File: src/rtl/debounce_multi_if.sv
// debounce_multi_if
//   Button-side bundle for the N-channel debouncer.
//   data_i  : raw asynchronous button levels (driven by the board side)
//   data_o  : debounced level per channel
//   rise_o  : one-cycle pulse when data_o goes 0->1
//   fall_o  : one-cycle pulse when data_o goes 1->0
//   press_o : rise_o or auto-repeat pulse, for the game control FSM
//   master  : the side that drives the buttons and consumes the events
//   slave   : the debouncer itself
interface debounce_multi_if #(
  parameter int CHANNELS = 4
);
  logic [CHANNELS-1:0] data_i;
  logic [CHANNELS-1:0] data_o;
  logic [CHANNELS-1:0] rise_o;
  logic [CHANNELS-1:0] fall_o;
  logic [CHANNELS-1:0] press_o;

  modport master (output data_i, input data_o, rise_o, fall_o, press_o);
  modport slave  (input data_i, output data_o, rise_o, fall_o, press_o);
endinterface

File: src/rtl/debounce_multi.sv
// debounce_multi
//   N independent button debouncers: 2-FF synchroniser, stability filter,
//   registered rise/fall pulses and an optional auto-repeat press pulse.
//   clk   : clock
//   rst_n : asynchronous reset, active HIGH despite the name
//   bus   : debounce_multi_if.slave (data_i in; data_o, rise_o, fall_o,
//           press_o out)
module debounce_multi #(
  parameter int                  CHANNELS       = 4,
  parameter logic [CHANNELS-1:0] INIT_VALUE     = {CHANNELS{1'b0}},
  parameter int                  CNT_W          = 16,
  parameter logic [CNT_W-1:0]    DEBOUNCE_DELAY = 16'd10000,
  parameter int                  REPEAT_EN      = 1,
  parameter logic [CNT_W-1:0]    REPEAT_DELAY   = 16'd50000,
  parameter logic [CNT_W-1:0]    REPEAT_PERIOD  = 16'd20000
) (
  input logic             clk,
  input logic             rst_n,
  debounce_multi_if.slave bus
);

  localparam logic [CNT_W-1:0] DB_LAST = DEBOUNCE_DELAY - 1'b1;
  localparam logic [CNT_W-1:0] RD_LAST = REPEAT_DELAY - 1'b1;
  localparam logic [CNT_W-1:0] RP_LAST = REPEAT_PERIOD - 1'b1;

  // Per-channel repeat phase: waiting for the first repeat uses REPEAT_DELAY,
  // every later one uses REPEAT_PERIOD.
  typedef enum logic [1:0] {
    REP_IDLE   = 2'd0,
    REP_FIRST  = 2'd1,
    REP_PERIOD = 2'd2
  } rep_state_t;

  logic [CHANNELS-1:0] sync_p0;
  logic [CHANNELS-1:0] sync_p1;
  logic [CHANNELS-1:0] level_q;
  logic [CHANNELS-1:0] rise_q;
  logic [CHANNELS-1:0] fall_q;
  logic [CHANNELS-1:0] press_q;
  logic [CNT_W-1:0]    cnt  [CHANNELS];
  logic [CNT_W-1:0]    rcnt [CHANNELS];
  rep_state_t          rep_q [CHANNELS];
  rep_state_t          rep_d [CHANNELS];

  logic [CHANNELS-1:0] differ;
  logic [CHANNELS-1:0] accept;
  logic [CHANNELS-1:0] rep_due;
  logic [CHANNELS-1:0] rep_fire;

  // Filter decision: a new level is accepted on the DEBOUNCE_DELAY-th
  // consecutive synchronised sample that differs from the current level.
  always_comb begin
    differ = sync_p1 ^ level_q;
    accept = '0;
    for (int k = 0; k < CHANNELS; k++) begin
      accept[k] = differ[k] && (cnt[k] == DB_LAST);
    end
  end

  // Repeat state register
  always_ff @(posedge clk or posedge rst_n) begin
    if (rst_n) begin
      for (int k = 0; k < CHANNELS; k++) rep_q[k] <= REP_IDLE;
    end else begin
      for (int k = 0; k < CHANNELS; k++) rep_q[k] <= rep_d[k];
    end
  end

  // Repeat next-state: a rise arms, a fall disarms, the first due pulse
  // switches to the periodic phase.
  always_comb begin
    for (int k = 0; k < CHANNELS; k++) begin
      rep_d[k] = rep_q[k];
      if (accept[k] && sync_p1[k]) begin
        rep_d[k] = (REPEAT_EN != 0) ? REP_FIRST : REP_IDLE;
      end else if (accept[k]) begin
        rep_d[k] = REP_IDLE;
      end else if (rep_due[k]) begin
        rep_d[k] = REP_PERIOD;
      end
    end
  end

  // Repeat outputs: a falling level on the same edge suppresses the pulse.
  always_comb begin
    rep_due  = '0;
    rep_fire = '0;
    for (int k = 0; k < CHANNELS; k++) begin
      rep_due[k]  = (rep_q[k] != REP_IDLE) &&
                    (rcnt[k] == ((rep_q[k] == REP_FIRST) ? RD_LAST : RP_LAST));
      rep_fire[k] = rep_due[k] && !accept[k];
    end
  end

  // Stage p0/p1: synchroniser; then filter level, counters and event pulses
  always_ff @(posedge clk or posedge rst_n) begin
    if (rst_n) begin
      sync_p0 <= INIT_VALUE;
      sync_p1 <= INIT_VALUE;
      level_q <= INIT_VALUE;
      rise_q  <= '0;
      fall_q  <= '0;
      press_q <= '0;
      for (int k = 0; k < CHANNELS; k++) begin
        cnt[k]  <= '0;
        rcnt[k] <= '0;
      end
    end else begin
      sync_p0 <= bus.data_i;
      sync_p1 <= sync_p0;
      level_q <= level_q ^ accept;
      rise_q  <= accept & sync_p1;
      fall_q  <= accept & ~sync_p1;
      press_q <= (accept & sync_p1) | rep_fire;
      for (int k = 0; k < CHANNELS; k++) begin
        if (!differ[k] || accept[k]) begin
          cnt[k] <= '0;
        end else begin
          cnt[k] <= cnt[k] + 1'b1;
        end
        // rcnt restarts on every level change and on every due repeat, so it
        // never exceeds max(REPEAT_DELAY, REPEAT_PERIOD)-1.
        if (accept[k] || rep_due[k] || (rep_q[k] == REP_IDLE)) begin
          rcnt[k] <= '0;
        end else begin
          rcnt[k] <= rcnt[k] + 1'b1;
        end
      end
    end
  end

  assign bus.data_o  = level_q;
  assign bus.rise_o  = rise_q;
  assign bus.fall_o  = fall_q;
  assign bus.press_o = press_q;

endmodule

File: src/flat_wrapper.sv
// flat-port wrapper written by rule: the top's interface ports become plain ports
module debounce_multi_flat 
#(
  parameter int                  CHANNELS       = 4,
  parameter logic [CHANNELS-1:0] INIT_VALUE     = {CHANNELS{1'b0}},
  parameter int                  CNT_W          = 16,
  parameter logic [CNT_W-1:0]    DEBOUNCE_DELAY = 16'd10000,
  parameter int                  REPEAT_EN      = 1,
  parameter logic [CNT_W-1:0]    REPEAT_DELAY   = 16'd50000,
  parameter logic [CNT_W-1:0]    REPEAT_PERIOD  = 16'd20000
)
  (clk, rst_n, bus_data_i, bus_data_o, bus_rise_o, bus_fall_o, bus_press_o);
  debounce_multi_if #(.CHANNELS(CHANNELS)) bus_i ();
  input logic clk;
  input logic rst_n;
  input wire logic [$bits(bus_i.data_i)-1:0] bus_data_i;
  output wire logic [$bits(bus_i.data_o)-1:0] bus_data_o;
  output wire logic [$bits(bus_i.rise_o)-1:0] bus_rise_o;
  output wire logic [$bits(bus_i.fall_o)-1:0] bus_fall_o;
  output wire logic [$bits(bus_i.press_o)-1:0] bus_press_o;
  assign bus_i.data_i = bus_data_i;
  assign bus_data_o = bus_i.data_o;
  assign bus_rise_o = bus_i.rise_o;
  assign bus_fall_o = bus_i.fall_o;
  assign bus_press_o = bus_i.press_o;
  debounce_multi #(.CHANNELS(CHANNELS), .INIT_VALUE(INIT_VALUE), .CNT_W(CNT_W), .DEBOUNCE_DELAY(DEBOUNCE_DELAY), .REPEAT_EN(REPEAT_EN), .REPEAT_DELAY(REPEAT_DELAY), .REPEAT_PERIOD(REPEAT_PERIOD)) u_core (.clk(clk), .rst_n(rst_n), .bus(bus_i));
endmodule
File: config.mk
export PLATFORM = sky130hd
export DESIGN_NAME = debounce_multi_flat
export DESIGN_NICKNAME = d
export VERILOG_FILES = /design/src/rtl/debounce_multi_if.sv /design/src/rtl/debounce_multi.sv /design/src/flat_wrapper.sv
export SDC_FILE = /design/constraint.sdc
export NUM_CORES = 1
export LEC_CHECK = 0
export CORE_MARGIN = 2
export CORE_UTILIZATION = 30
export DETAILED_ROUTE_END_ITERATION = 7
export GPL_TIMING_DRIVEN = 0
export SYNTH_ARGS = -nofsm -noshare
export SYNTH_HDL_FRONTEND = slang
export SYNTH_SLANG_ARGS = --single-unit
export TNS_END_PERCENT = 1
File: constraint.sdc
create_clock -name clk -period 10.2 [get_ports clk]
set_input_delay 2.04 -clock clk [delete_from_list [all_inputs] [get_ports clk]]
set_output_delay 2.04 -clock clk [all_outputs]
set_load 0.01 [all_outputs]
After elaboration in Yosys (flattened, before gate mapping)
Cells that the tools add are included.
Operators by class
  $add $sub $neg: 8
  equality and inequality tests: 12
  mux-type cells: 24
  bitwise gates (word level): 6
  reduce and logical (&&, ||, !) cells: 48
Operator list (count)
  $mux W16: 12
  $add A16 B1 Y16 const B: 8
  $eq A16 B14 Y1 const B: 4
  $eq A16 B16 Y1: 4
  $mux W2: 12
  $logic_and A1 B1 Y1: 16
  $logic_or A1 B1 Y1: 12
  $reduce_bool A3 Y1: 4
  $and A4 B4 Y4: 2
  $eq A2 B1 Y1 const B: 4
  $logic_not A1 Y1: 8
  $logic_not A2 Y1: 4
  $reduce_bool A2 Y1: 4
  $xor A4 B4 Y4: 2
  $not A4 Y4: 1
  $or A4 B4 Y4: 1
Storage, ports and cells
  register bits after elaboration: 160

Logic depth before layout (Yosys ltp)
  depth after elaboration: 7
  gate-level depth with buffers: 8
  depth with buffers taken out: 6

Worst setup path before layout
Ideal clock, no wire load.
  kind: register to output
  start: register with a tool-made name
  end: output bus_data_o[2]
  data arrival time: 0.451 ns
  data required time: 8.160 ns
  path slack: 7.709 ns
  stages on the path, launching flop included: 1
  buffers on the path: 0
  cell sequence: dfrtp_1
RTL lines
  end: declaration: line flat_wrapper.sv:17  | output wire logic [$bits(bus_i.data_o)-1:0] bus_data_o;

==> results.cfg <==
[grt]
grt_pass1_vias = 5096
grt_first_pass_wirelength_mm = 24.12
met3_track_demand_over_resource = 0.03261
grtUsageMet2 = 0.1719
grt_start_max_net_pins = 91
grt.met1_usage = 0.1553
antenna_found_initial = 0
globalRoute.busiestLayer = met2
all_layer_global_routing_usage = 0.1128
globalRoute.totalOverflow = 0

[setup_path]
worstSetupEndpointType = primary output
worst_path_fanout_max = 8
critical_path.startpoint_type = register
timing.rr.start = u_core.cnt[12]
cp-endpoint = bus_data_o[2]
worst_r2r_path_depth = 6
worst_ep_arrival_time_ns = 1.49
slowest_delay_ns = 0.59
r2r_slack_ns = 7.74
worstSetupPathDepth = 1
crit_type = register to primary output
crit_slowest_cell = clkdlybuf4s50_1
critical_path.cell_chain = clkdlybuf4s50_1
critical_path_required_ns = 8.16
worst_r2r_endpoint = u_core.rcnt[13]
critical_path_buf_inv_count = 1
crit_family = buffers and inverters

[clocking]
clock_sinks = 160
hold_buffers = 0
tritoncts = done
number_of_h_tree_branching_levels = 4
post_cts_buffers = 0
postCtsResizedCells = 0
tritoncts.num_buffers = 17
cts-root-to-sink-buffers = 2
cts_root_buf = clkbuf_16
clock_latency_ns = 0.43
clkSlewWorstSetupHoldPaths_ns = 0.06

[floorplan]
die-height_um = 161.4
row_count = 57
floorplan.initialDensity = 0.3056
fp.coreArea_sq_um = 24320
top_level_ports = 22
die_w_um = 161.4
die_area_sq_um = 26050

[final_layout]
area_of_combinational_cells_with_multiple_inputs_sq_um = 3297
design_area_sq_um = 8678
area_growth_from_synthesis_to_layout_pct = 16.77
final_nets = 798
insertedDiodeCount = 0
drive_gt1_frac = 0.06524
nFillCells = 2418
area_of_all_sequential_standard_cells_sq_um = 4004

[synthesis]
top_post_synthesis_cells_by_count = 160 x dfrtp_1, 159 x nor2_1, 71 x xor2_1
synth.most_common_cell = dfrtp_1
syn_nets = 757
syn_inst = 743
synth_enable_flop_cells = 0
synth.avg_cell_area_sq_um = 10.00
synth-async-reset-ratio = 1.000
synth.cell_area_sq_um = 7432
synthesis.yosys.warnings = 0
ys_dominant_reg_cell = dfrtp_1
synth_seq_cells = 160
ys_seq_area_frac = 0.5387
synth_top_cells_by_area = dfrtp_1 54%, xor2_1 8.4%, nor2_1 8.0%, xnor2_1 5.3%, nand2_1 3.3%
post-synth-top-area-fraction = 0.5387
synth_top_cell_by_area = dfrtp_1
synth.distinct_cells = 40

[status]
outcome = completed

[detailed_routing]
routed-via-count = 5234
wl_per_cell_um = 12.13
dr.first_iter.drc_count = 263
antenna_violating_nets_post_route = 0
detail_route.first_pass.iterations = 5
drc = 0
avgViaCountPerCell = 4.669
drt-total-wl_mm = 13.59

[sta]
worst_slew_slack_as_a_fraction_of_its_limit = 0.6179
post-route-period-util = 0.3456
timing.final.crit_period_ns = 3.525
fmax_ghz = 0.2837
fin_tns_setup_ns = 0
report.final.hold_viol_count = 0
final.setup_skew_ns = 0.009690
setup_viol = 0
tightestPinTransition_ns = 0.5707
timing_max_transition_violations_final = 0
rsz0062_at_grt = no

[place]
dpl_cell_area_sq_um = 8083
placement.io_buffers = 21
gpl_wtd_cong = 0.7738
dp_hpwl_mm = 9.016

[flow_run]
cap_viol_max_count = 0

[power_and_ir_drop]
leakage_uw = 0.003545
power.ir.vdd_worst_uv = 87.75
powerDensity_nw_per_um2 = 150.5

[worst_hold_path]
holdCritPathClass = register to register
state kept, by name, summed over array words and instances, names as in the netlist, named ones only:
name,cells
u_core.rcnt,64
u_core.bus.rise_o,4
u_core.sync_p1,4
u_core.rep_q,8
u_core.bus.fall_o,4
u_core.bus.press_o,4
u_core.cnt,64
u_core.sync_p0,4
logic make-up (layout without fill, tap and decap cells):
kind of cell               Yosys count  count (layout)  synth area share
and+or+nand+nor                    398             398            0.2598
DFF                                160             160            0.5387
xor gates and xnor gates           116             116            0.1367
buffers and inverters               31              85           0.01768
AOI/OAI and AO/OA                   30              30           0.03367
adders and majority gates            8               8           0.01347
power breakdown:
| part | total, uW | leakage, uW | switching [uW] | internal [uW] |
|---|---|---|---|---|
| logic | 27.0 | 0.00107 | 19.5 | 7.48 |
| registers | 646 | 0.00221 | 5.60 | 640 |
| clock network | 633 | 0.000268 | 264 | 369 |
| total | 1310 | 0.00355 | 289 | 1020 |
placed cells by master, fill, tap and decap left out, types with 3 or more instances in the layout:
cell | netlist | final
o211ai_1 | 8 | 8
or2_2 | 3 | 3
or4_1 | 7 | 7
nor4_1 | 7 | 7
and4_1 | 7 | 7
clkbuf_16 | 0 | 17
clkdlybuf4s50_1 | 0 | 21
and2_1 | 5 | 5
or4b_2 | 4 | 4
inv_1 | 19 | 18
ha_1 | 8 | 8
xor2_1 | 71 | 71
nor4b_1 | 6 | 6
nand2b_1 | 3 | 3
nand2_1 | 66 | 66
nor2b_1 | 3 | 3
clkinvlp_4 | 0 | 7
o21bai_1 | 3 | 3
clkbuf_1 | 5 | 5
nand3_1 | 43 | 43
a21boi_0 | 3 | 3
nor3_1 | 18 | 18
a22oi_1 | 5 | 5
and3_1 | 22 | 22
dfrtp_1 | 160 | 160
xnor2_1 | 45 | 45
nand4_1 | 33 | 33
or3_1 | 3 | 3
buf_2 | 6 | 6
inv_6 | 0 | 3
nor2_1 | 159 | 159
per-stage QoR:
step / worst slack, ns / util / hold slack [ns] / cells / total power, uW
floorplan: 3.840 / - / 0.3312 / 743 / 674.2
global placement: 1.474 / 0.3309 / 0.3357 / 1088 / 684.0
detailed placement: 6.815 / 0.3324 / 0.3387 / 1089 / 685.9
CTS: 6.653 / 0.3568 / 0.3542 / 1121 / 1329
global route: 6.600 / 0.3568 / 0.3664 / 1121 / 1360
finish: 6.675 / 0.3568 / 0.3554 / 1121 / 1306
worst min-delay path by stage:
stage                       from                 to  slack [ns]  cells after the start
3_3_place_gp   u_core.sync_p0[2]  u_core.sync_p1[2]        0.34                      0
2_1_floorplan  u_core.sync_p0[0]  u_core.sync_p1[0]        0.33                      0
5_1_grt        u_core.sync_p0[1]  u_core.sync_p1[1]        0.37                      0
3_5_place_dp   u_core.sync_p0[2]  u_core.sync_p1[2]        0.34                      0
4_1_cts        u_core.sync_p0[2]  u_core.sync_p1[2]        0.35                      0
6_report       u_core.sync_p0[1]  u_core.sync_p1[1]        0.36                      0
per-layer routing:
metal / vias to the layer above / wire [um] / part of all wire
met5: - / 0 / 0
met4: 0 / 165 / 0.012
met3: 16 / 416 / 0.031
met2: 53 / 6121 / 0.45
met1: 2543 / 6890 / 0.51
li1: 2622 / - / -
cell type report:
cell class	count	area share
timing repair buffer	22	0.02739
inverter	19	0.009083
clock buffer	18	0.05061
multi-input combinational	552	0.3799
clock inverter	14	0.01802
tap	324	0.04671
buffer	12	0.006920
sequential	160	0.4614
Note: power is estimated with default switching activity, not from simulation.
